<file path="config.mk">
export PLATFORM = sky130hd
export DESIGN_NAME = uart_transmit_flat
export DESIGN_NICKNAME = d
export VERILOG_FILES = /design/src/rtl/uart_transmit_if.sv /design/src/rtl/uart_transmit.sv /design/src/flat_wrapper.sv
export SDC_FILE = /design/constraint.sdc
export NUM_CORES = 1
export LEC_CHECK = 0
export BUFFER_PORTS_ARGS = -buffer_cell sky130_fd_sc_hd__buf_2
export CORE_MARGIN = 4
export CORE_UTILIZATION = 50
export CTS_BUF_LIST = sky130_fd_sc_hd__clkbuf_8
export DETAILED_ROUTE_END_ITERATION = 10
export PLACE_DENSITY = 0.69
export SYNTH_ARGS = -nofsm -noshare
export SYNTH_HDL_FRONTEND = slang
export SYNTH_SLANG_ARGS = --single-unit
</file>
<file path="constraint.sdc">
create_clock -name clk -period 5.3 [get_ports clk]
set_input_delay 0.265 -clock clk [delete_from_list [all_inputs] [get_ports clk]]
set_output_delay 0.265 -clock clk [all_outputs]
set_load 0.005 [all_outputs]
</file>
<file path="src/rtl/uart_transmit_if.sv">
// Byte handshake between a producer and the UART transmitter.
interface uart_transmit_if;
  logic [7:0] dataInput;
  logic       dataValid;
  logic       dataReady;

  modport master (output dataInput, output dataValid, input dataReady);
  modport slave  (input dataInput, input dataValid, output dataReady);
endinterface

</file>
<file path="src/rtl/uart_transmit.sv">
// 8N1 UART transmitter fed by a small byte FIFO; frames are sent back to back
// while bytes remain queued.
module uart_transmit #(
  parameter int BIT_CLKS   = 434,
  parameter int FIFO_DEPTH = 4
) (
  input  logic             clk,
  input  logic             reset,
  uart_transmit_if.slave   tx_if,
  output logic             txd,
  output logic             busy,
  output logic [31:0]      sentCount
);

  localparam int             AW   = $clog2(FIFO_DEPTH);
  localparam logic [15:0]    LAST = 16'(BIT_CLKS - 1);
  localparam logic [AW:0]    FULL = (AW + 1)'(FIFO_DEPTH);

  typedef enum logic [1:0] {IDLE, START, DATA, STOP} state_t;

  state_t      r_state, w_state_nx;
  logic [15:0] r_cnt, w_cnt_nx;
  logic [2:0]  r_bit, w_bit_nx, w_bit_p1;
  logic [7:0]  r_shift, w_shift_nx;
  logic        r_txd, w_txd_nx;
  logic [31:0] r_sent_count;

  logic [7:0]    r_mem [FIFO_DEPTH];
  logic [AW-1:0] r_wptr, r_rptr;
  logic [AW:0]   r_count;

  logic w_push, w_pop, w_empty, w_sent_inc;

  // Ready looks only at registered occupancy, so a same-cycle pop never frees a full FIFO.
  assign w_empty         = (r_count == '0);
  assign tx_if.dataReady = (r_count != FULL);
  assign w_push          = tx_if.dataValid & tx_if.dataReady;

  assign txd       = r_txd;
  assign busy      = (r_state != IDLE) | ~w_empty;
  assign sentCount = r_sent_count;

  always_ff @(posedge clk or posedge reset) begin
    if (reset) begin
      r_wptr  <= '0;
      r_rptr  <= '0;
      r_count <= '0;
    end else begin
      if (w_push) r_wptr <= r_wptr + 1'b1;
      if (w_pop)  r_rptr <= r_rptr + 1'b1;
      case ({w_push, w_pop})
        2'b10:   r_count <= r_count + 1'b1;
        2'b01:   r_count <= r_count - 1'b1;
        default: r_count <= r_count;
      endcase
    end
  end

  always_ff @(posedge clk) begin
    if (w_push) r_mem[r_wptr] <= tx_if.dataInput;
  end

  always_ff @(posedge clk or posedge reset) begin
    if (reset) begin
      r_state      <= IDLE;
      r_cnt        <= '0;
      r_bit        <= '0;
      r_txd        <= 1'b1;
      r_sent_count <= '0;
    end else begin
      r_state <= w_state_nx;
      r_cnt   <= w_cnt_nx;
      r_bit   <= w_bit_nx;
      r_txd   <= w_txd_nx;
      if (w_sent_inc) r_sent_count <= r_sent_count + 32'd1;
    end
  end

  always_ff @(posedge clk) begin
    r_shift <= w_shift_nx;
  end

  always_comb begin
    w_state_nx = r_state;
    w_cnt_nx   = r_cnt + 16'd1;
    w_bit_nx   = r_bit;
    w_bit_p1   = r_bit + 3'd1;
    w_shift_nx = r_shift;
    w_txd_nx   = r_txd;
    w_pop      = 1'b0;
    w_sent_inc = 1'b0;
    case (r_state)
      IDLE: begin
        w_txd_nx = 1'b1;
        w_cnt_nx = '0;
        if (!w_empty) begin
          w_pop      = 1'b1;
          w_shift_nx = r_mem[r_rptr];
          w_txd_nx   = 1'b0;
          w_state_nx = START;
        end
      end
      START: begin
        if (r_cnt == LAST) begin
          w_cnt_nx   = '0;
          w_bit_nx   = '0;
          w_txd_nx   = r_shift[0];
          w_state_nx = DATA;
        end
      end
      DATA: begin
        if (r_cnt == LAST) begin
          w_cnt_nx = '0;
          if (r_bit == 3'd7) begin
            w_txd_nx   = 1'b1;
            w_state_nx = STOP;
          end else begin
            w_bit_nx = w_bit_p1;
            w_txd_nx = r_shift[w_bit_p1];
          end
        end
      end
      STOP: begin
        // A queued byte goes straight into the next start bit with no idle gap.
        if (r_cnt == LAST) begin
          w_cnt_nx   = '0;
          w_sent_inc = 1'b1;
          if (!w_empty) begin
            w_pop      = 1'b1;
            w_shift_nx = r_mem[r_rptr];
            w_txd_nx   = 1'b0;
            w_state_nx = START;
          end else begin
            w_txd_nx   = 1'b1;
            w_state_nx = IDLE;
          end
        end
      end
      default: w_state_nx = IDLE;
    endcase
  end

endmodule

</file>
<file path="src/flat_wrapper.sv">
// flat-port wrapper written by rule: the top's interface ports become plain ports
module uart_transmit_flat 
#(
  parameter int BIT_CLKS   = 434,
  parameter int FIFO_DEPTH = 4
)
  (clk, reset, txd, busy, sentCount, tx_if_dataInput, tx_if_dataValid, tx_if_dataReady);
  uart_transmit_if tx_if_i ();
  input  logic clk;
  input  logic reset;
  output logic txd;
  output logic busy;
  output logic [31:0] sentCount;
  input wire logic [$bits(tx_if_i.dataInput)-1:0] tx_if_dataInput;
  input wire logic [$bits(tx_if_i.dataValid)-1:0] tx_if_dataValid;
  output wire logic [$bits(tx_if_i.dataReady)-1:0] tx_if_dataReady;
  assign tx_if_i.dataInput = tx_if_dataInput;
  assign tx_if_i.dataValid = tx_if_dataValid;
  assign tx_if_dataReady = tx_if_i.dataReady;
  uart_transmit #(.BIT_CLKS(BIT_CLKS), .FIFO_DEPTH(FIFO_DEPTH)) u_core (.clk(clk), .reset(reset), .tx_if(tx_if_i), .txd(txd), .busy(busy), .sentCount(sentCount));
endmodule
</file>
; Word level (Yosys, flattened, before mapping)
; Memory sizes are Yosys's and may differ from the RTL's.
; Index checks and enable logic that the tools add are counted.
[op_classes]
n_eq_ne = 14
order_cmp = 1
n_mux = 32
add_sub_neg = 7
reduce_logical = 11
bitwise_logic = 3
[op_table]
columns = cell, count
row1 = 32-bit by 1-bit adder with 32-bit output (second input constant), 1
row2 = 16-bit case mux with 2 select lines, 1
row3 = 16-bit by 1-bit adder with 16-bit output (second input constant), 1
row4 = 16-bit by 9-bit == test with 1-bit output (second input constant), 1
row5 = 16-bit two-way mux, 1
row6 = 8-bit two-way mux, 2
row7 = 8-bit case mux with 2 select lines, 1
row8 = 1-bit two-way mux, 13
row9 = 3-bit case mux with 2 select lines, 2
row10 = 2-bit two-way mux, 5
row11 = 3-bit two-way mux, 3
row12 = 2-bit by 1-bit != test with 1-bit output (second input constant), 4
row13 = 2-bit case mux with 4 select lines, 1
row14 = 2-bit nonzero test, 4
row15 = 3-bit by 1-bit adder with 3-bit output (second input constant), 2
row16 = 2-bit == test (second input constant), 3
row17 = 5-bit AND reduction, 1
row18 = 2-bit by 1-bit adder with 2-bit output (second input constant), 2
row19 = 2-bit by 1-bit == test with 1-bit output (second input constant), 2
row20 = 3-bit by 4-bit < comparator with 1-bit output (second input constant), 1
row21 = 2-bit != test (second input constant), 2
row22 = 1-bit case mux with 4 select lines, 1
row23 = 4-bit AND reduction, 1
row24 = 1-bit binary-select mux with 3-bit select, 1
row25 = other kinds (12), 12
[totals]
wordCells = 78
n_memories = 1
register_bits = 69
inputBits = 11
out_inout_bits = 35
ram_bits = 32
[memory_table]
columns = name, depth, width, read_ports, rd_ports_with_merged_regs, wr, line_no
row1 = u_core.r_mem, 4, 8, 1, 0, 1, uart_transmit.sv:28  ; logic [7:0] r_mem [FIFO_DEPTH];

; Longest topological paths before layout
; Gate-level depths: netlist of the first run.
[depth]
ltp_word = 6
depth_mapped = 12
depth_no_buf = 12

; Least setup slack after synthesis of the first run
; OpenSTA, ideal clock, no wires.
[synth_path]
path_type = reg2reg
from = register u_core.r_cnt[1]
to = register u_core.r_count[2]
arrival_time_ps = 2845
required_time_ps = 5221
path_stages_with_launch = 13
path_buffers = 0
setup_slack_ps = 2376
cell_sequence = dfrtp_1 > inv_1 > ha_1 > or4b_1 > nor4_2 > a21oi_1 > nor3_1 > ha_1 > inv_1 > fa_1 > xor2_1 > nor2_1 > xor2_1
[synth_between]
elab_chain_len = 5
elab_cells_between_ends = 7
classes_between = eq/ne (3) / mux (3) / reduce/logical (1)
[synth_lines]
columns = element, line_no
row1 = "start, declared", uart_transmit.sv:22  ; logic [15:0] r_cnt, w_cnt_nx;
row2 = "start signal, assigned", uart_transmit.sv:72  ; r_cnt <= w_cnt_nx;
row3 = 16-bit by 9-bit == test with 1-bit output (*), uart_transmit.sv:125  ; if (r_cnt == LAST) begin
row4 = 1-bit two-way mux (*), uart_transmit.sv:125
row5 = 1-bit case mux with 2 select lines (*), uart_transmit.sv:92  ; case (r_state)
row6 = via u_core.w_pop, uart_transmit.sv:32  ; logic w_push, w_pop, w_empty, w_sent_inc;
row7 = 2-bit by 1-bit == test with 1-bit output / 2-bit == test (equally long branches), uart_transmit.sv:51  ; case ({w_push, w_pop})
row8 = 3-bit case mux with 2 select lines / 2-bit nonzero test (equally long branches), -
row9 = "end signal, assigned", uart_transmit.sv:52  ; 2'b10: r_count <= r_count + 1'b1;
row10 = "end signal, assigned", uart_transmit.sv:53  ; 2'b01: r_count <= r_count - 1'b1;
row11 = "end signal, assigned", uart_transmit.sv:54  ; default: r_count <= r_count;
row12 = "end, declared", uart_transmit.sv:30  ; logic [AW:0] r_count;
; The timed path passes the listed nets; every way through them passes the cells marked *.
; A chain may end at the register's enable or synchronous reset.

; Worst setup path in the final report of the first run
; Ends and elaborated chain as after synthesis.

==> impl_metrics.yaml, run 1 <==
drt:
  firstDrtPassIters: 4
  routedWlPerCell_um: 14.74
  vias_per_cell: 5.394
  drt-total-wl_mm: 7.593
  drt_iter0_drc: 121
  final_antenna_net_count: 0
  via_count: 2778
  drc_errors: 0
clocking:
  postCtsHoldBufs: 0
  cts_setup_buffers: 0
  ctsResizeCount: 0
  h-tree-depth: 3
  clk_pin_slew_ns: 0.10
  cts_tree: "built"
  worstSkewPairLatency_ns: 0.37
  cts.path.max_buffers: 2
  cts_num_sinks: 101
  cts_buffers: 9
  ctsRootBufferMaster: "clkbuf_8"
sta:
  fin_ws_ns: 1.974
  holdWs_ns: 0.09819
  setup_viol: 0
  slew_viol_final: 0
  hold_viol_final: 0
  slew_headroom_pct: 29.68
  final.setup.tns_ns: 0
  min_period_ns: 3.326
  tightest_slew_ns: 1.048
  fmax_mhz: 300.6
  clock_skew_ns: 0.01301
  rsz0062_at_grt: "no"
  timing.final.crit_share_pct: 62.76
power:
  ir_drop_uv: 212.0
  p_leak_nw: 2.290
  power_mw: 1.589
  powerDensity_mw_per_mm2: 311.8
final_layout:
  final_core_util_pct: 58.15
  design_area_sq_mm: 0.005096
  fill_cells: 715
  syn_to_final_growth_pct: 12.42
  num-nets-final: 428
  drive_gt1_share_pct: 19.41
  antenna_cells: 0
  final_cells: 515
worst_setup_path:
  path_max_fanout: 7
  crit_required_ns: 5.59
  setup.worst_path.start_class: "flop"
  worstSetupPathType: "flop to flop"
  cp.arrival_ns: 3.62
  crit_path_end_kind: "flop"
floorplanning:
  dieWidth_um: 103.2
  die_y_um: 103.2
  ioPinCount: 46
  core_sq_mm: 0.008763
  start_util_pct: 51.73
  core.rowCount: 34
  die_area_sq_mm: 0.01065
yosys:
  yosysTopAreaCell: "dfrtp_1"
  synth_commonest_cells: "60 x dfrtp_1, 40 x edfxtp_1, 31 x nor2_1"
  avgSynthCellArea_sq_um: 12.95
  ys_ff_latch: 101
  ys_types: 42
  synth_edf_count: 40
  synth.top_cell.area_share_pct: 33.12
  ys.flop_type: "dfrtp_1"
  syn-cell-area_sq_mm: 0.004533
  async_reset_ff_share_pct: 60.40
  post-synth-top-count-cell: "dfrtp_1"
  syn_inst: 350
  synth_area_leaders: "dfrtp_1 33%, edfxtp_1 26%, xnor2_1 5.4%"
  ys_warn_count: 0
  syn_nets: 376
  ys_seq_area_share_pct: 60.20
place:
  place_area_sq_mm: 0.004880
  pre_cts_slack_ns: 1.957
  gp_congestion: 0.7921
  dp_hpwl_mm: 5.403
  portBuffers: 45
  dp.cells: 499
grt:
  grt_max_degree: 62
  grt_overflow_total: 0
  grt_pass1_vias: 2678
  antenna_found_initial: 0
  track_usage_pct: 15.46
  grt_first_pass_wirelength_mm: 12.74
run_status:
  status: "finished clean"
flow_run:
  cap_viol_max_count: 0
hold_path:
  hold_path.class: "input pin to async pin"
critical path, stage by stage, from the launching register on:
cell     delay (ns)
dfrtp_1        0.42
inv_1          0.07
ha_1           0.12
or4b_1         0.47
nor4_2         0.55
a21oi_1        0.17
nor3_1         0.30
ha_1           0.26
inv_1          0.06
fa_1           0.39
xor2_1         0.16
nor2_1         0.13
xor2_1         0.16
placed cells by master (no fill, tap or decap), drive strengths merged, types with 2 or more instances in the layout:
| cell | synthesis | routed |
|---|---|---|
| and2 | 2 | 2 |
| a21oi | 4 | 4 |
| nor2 | 31 | 31 |
| xor2 | 21 | 21 |
| mux4 | 10 | 10 |
| nor4 | 2 | 2 |
| a211oi | 2 | 2 |
| a22o | 5 | 5 |
| and3 | 12 | 12 |
| dfrtp | 60 | 60 |
| nor3 | 7 | 7 |
| nand4 | 17 | 17 |
| buf | 3 | 46 |
| inv | 17 | 23 |
| and4 | 3 | 3 |
| xnor2 | 28 | 28 |
| nand2 | 21 | 21 |
| or4 | 3 | 3 |
| nand3 | 18 | 18 |
| ha | 14 | 14 |
| or3 | 6 | 6 |
| mux2 | 3 | 3 |
| clkbuf | 2 | 9 |
| o21ai | 4 | 4 |
| edfxtp | 40 | 40 |
layout make-up:
cell class | count | area [sq um] | area share, %
multi-input cells | 227 | 1719 | 33.73
clock buffers | 9 | 123.9 | 2.431
flip-flops and latches | 101 | 2729 | 53.55
clock inverters | 7 | 92.59 | 1.817
repair buffers | 46 | 232.7 | 4.567
well taps | 108 | 135.1 | 2.652
inverters | 17 | 63.81 | 1.252
where the power goes:
| part | internal, mW | total (mW) | leakage (nW) | switching (mW) |
|---|---|---|---|---|
| logic | 0.0574 | 0.151 | 0.995 | 0.0933 |
| registers | 0.889 | 0.914 | 1.18 | 0.0253 |
| clock network | 0.235 | 0.524 | 0.112 | 0.289 |
| total | 1.18 | 1.59 | 2.29 | 0.408 |
per-layer routing:
metal,vias to the layer above,part of all wire [%],global-route usage (%)
li1,1368,-,-
met1,1349,47,21.74
met2,51,47,23.93
met3,10,4.7,3.622
met4,0,1.1,5.080
met5,-,0,0
cell families (layout without fill, tap and decap cells):
group	Yosys count	in the layout	synth area share [%]
buf+inv	22	79	1.877
flops	101	101	60.20
simple gates	126	126	14.68
mux	14	14	5.934
xor+xnor	49	49	9.467
compound gates	23	23	3.533
fa+ha+maj	15	15	4.306
flip-flops by register name, indices dropped and copies added, names as in the netlist:
| signal | flops |
|---|---|
| u_core.r_bit | 3 |
| u_core.r_cnt | 16 |
| u_core.r_count | 3 |
| u_core.r_mem | 32 |
| u_core.r_rptr | 2 |
| u_core.r_shift | 8 |
| u_core.r_state | 2 |
| u_core.r_wptr | 2 |
| u_core.sentCount | 32 |
| u_core.txd | 1 |
path summary, 6_finish.rpt:
check / startpoint / endpoint / slack [ns] / cells past startpoint
setup / recovery: u_core.r_cnt[1] / u_core.r_count[2] / 1.97 / 12
hold / removal: reset / u_core.r_wptr[1] / 0.1 / 3
setup reg to reg: u_core.r_cnt[1] / u_core.r_count[2] / 1.97 / 12
hold reg to reg: u_core.sentCount[31] / u_core.sentCount[31] / 0.47 / 1
max in group asynchronous: reset / u_core.r_cnt[6] / 4.70 / 3
min in group clk: tx_if_dataInput[6] / u_core.r_mem[2][6] / 0.10 / 1
No activity file was read; power rests on OpenSTA's default activity.
==> run 2, diff against run 1 <==
- clock period: 5.3 -> 3.4 ns (I/O delays scaled with it)
==> run 2 against run 1 <==
  * Design area is 0.98% higher
  * Via count is 2.3% higher
  * Register-to-register slack worse by 1.6 ns
  * Sequential power is 56% higher
  * Global-route usage is 0.79 points higher
  * Critical path type unchanged
  * Largest power group unchanged
==> impl_metrics.yaml, run 2 (synthesis gave the netlist of run 1 again) <==
sta:
  clock_skew_ns: 0.01326
  timing.final.crit_share_pct: 89.67
  min_period_ns: 3.049
  fmax_mhz: 328.0
  setup_viol: 0
  slew_headroom_pct: 51.02
  slew_viol_final: 0
  tightest_slew_ns: 0.7292
  holdWs_ns: 0.02085
  rsz0062_at_grt: "no"
  hold_viol_final: 0
  final.setup.tns_ns: 0
  fin_ws_ns: 0.3514
clocking:
  h-tree-depth: 3
  cts_setup_buffers: 0
  cts_buffers: 9
  cts_tree: "built"
  clk_pin_slew_ns: 0.10
  cts_num_sinks: 101
  worstSkewPairLatency_ns: 0.37
  ctsRootBufferMaster: "clkbuf_8"
  cts.path.max_buffers: 2
  ctsResizeCount: 0
power:
  p_leak_nw: 2.313
  switching_power_mw: 0.6451
  pwr-share-comb_pct: 10.1
  ir_drop_uv: 317.5
  power_mw: 2.418
  p_sw_share_pct: 26.67
  seqPwrFrac_pct: 58.9
  internal_power_mw: 1.773
  powerDensity_mw_per_mm2: 470.0
  p_clk_share_pct: 31.0
worst_setup_path:
  crit_path_end_kind: "flop"
  cp.arrival_ns: 3.34
  path_max_fanout: 4
  worstSetupPathType: "flop to flop"
  setup.worst_path.start_class: "flop"
  crit_required_ns: 3.69
run_status:
  status: "finished clean"
place:
  gp_congestion: 0.8221
  dp.cells: 502
  dp_hpwl_mm: 5.637
  place_area_sq_mm: 0.004902
  portBuffers: 45
  pre_cts_slack_ns: 0.3409
drt:
  firstDrtPassIters: 4
  drt_iter0_drc: 82
  via_count: 2842
  vias_per_cell: 5.434
  final_antenna_net_count: 0
  drc_errors: 0
  drt-total-wl_mm: 7.930
  routedWlPerCell_um: 15.16
final_layout:
  antenna_cells: 0
  layout_commonest_cell: "dfrtp_1"
  syn_to_final_growth_pct: 13.52
  design_area_sq_mm: 0.005146
  final_core_util_pct: 58.72
  final_cells: 523
  num-nets-final: 436
  drive_gt1_share_pct: 19.76
  layout_common_cells: "60 x dfrtp_1, 45 x buf_2, 40 x edfxtp_1"
floorplanning:
  die_y_um: 103.2
  die_area_sq_mm: 0.01065
  start_util_pct: 51.73
  core.rowCount: 34
  ioPinCount: 46
  dieWidth_um: 103.2
  core_sq_mm: 0.008763
grt:
  grt_pass1_vias: 2751
  grt_first_pass_wirelength_mm: 13.38
  antenna_found_initial: 0
  grt_max_degree: 34
  grt_overflow_total: 0
  track_usage_pct: 16.25
hold_path:
  hold_path.class: "input pin to flop"
flow_run:
  cap_viol_max_count: 0
==> run 2: changes by cell type in the layout (fill, tap and decap cells not counted) <==
cell | before | now
inv_6 | 2 | 0
buf_4 | 1 | 4
clkinvlp_4 | 0 | 1
clkinv_4 | 0 | 2
bufinv_16 | 1 | 0
dlygate4sd3_1 | 0 | 5
==> run 2: area by class of cell <==
| class | count | area [sq um] |
|---|---|---|
| well taps | 108 | 135.1 |
| clock inverters | 7 | 70.07 |
| inverters | 17 | 63.81 |
| repair buffers | 54 | 305.3 |
| flip-flops and latches | 101 | 2729 |
| multi-input cells | 227 | 1719 |
| clock buffers | 9 | 123.9 |
| fillers | 698 | 3617 |
==> run 2: timing repair <==
action | 4_1_cts | 5_1_grt
hold buffers | 3 | 2
endpoints found under the hold margin | 39 | 7
endpoints found under the setup margin | 0 | 0
==> run 2: worst max-delay path: stages (launching register included) <==
cell and delay (ns):
dfrtp_1 0.42, inv_1 0.07, ha_1 0.13, or4b_1 0.46, nor4_2 0.34, a21oi_1 0.14
nor3_1 0.28, ha_1 0.25, inv_1 0.06, fa_1 0.38, xor2_1 0.15, nor2_1 0.13
xor2_1 0.17
==> run 2: worst paths after layout <==
kind | start | end | slack [ns] | depth (start not counted)
worst max-delay path | u_core.r_cnt[1] | u_core.r_count[2] | 0.35 | 12
worst min-delay path | tx_if_dataInput[0] | u_core.r_mem[2][0] | 0.02 | 1
worst max register to register | u_core.r_cnt[1] | u_core.r_count[2] | 0.35 | 12
worst min register to register | u_core.sentCount[31] | u_core.sentCount[31] | 0.47 | 1
max in group asynchronous | reset | u_core.r_cnt[15] | 2.11 | 4
min in group asynchronous | reset | u_core.r_cnt[4] | 0.45 | 3
==> run 2: layer usage <==
layer / wire length (um) / global-route usage (%) / up-vias
met3: 367 / 3.421 / 11
li1: - / - / 1382
met4: 119 / 5.876 / 0
met2: 3701 / 25.41 / 55
met1: 3741 / 22.62 / 1394
met5: 0 / 0 / -
==> run 2: power by group through the flow <==
stage | sequential [mW] | clock [mW] | combinational (mW)
finish | 1.43 | 0.749 | 0.244
global route | 1.44 | 0.837 | 0.285
CTS | 1.43 | 0.765 | 0.251
detailed placement | 1.45 | 0 | 0.245
global placement | 1.45 | 0 | 0.234
floorplan | 1.44 | 0 | 0.172
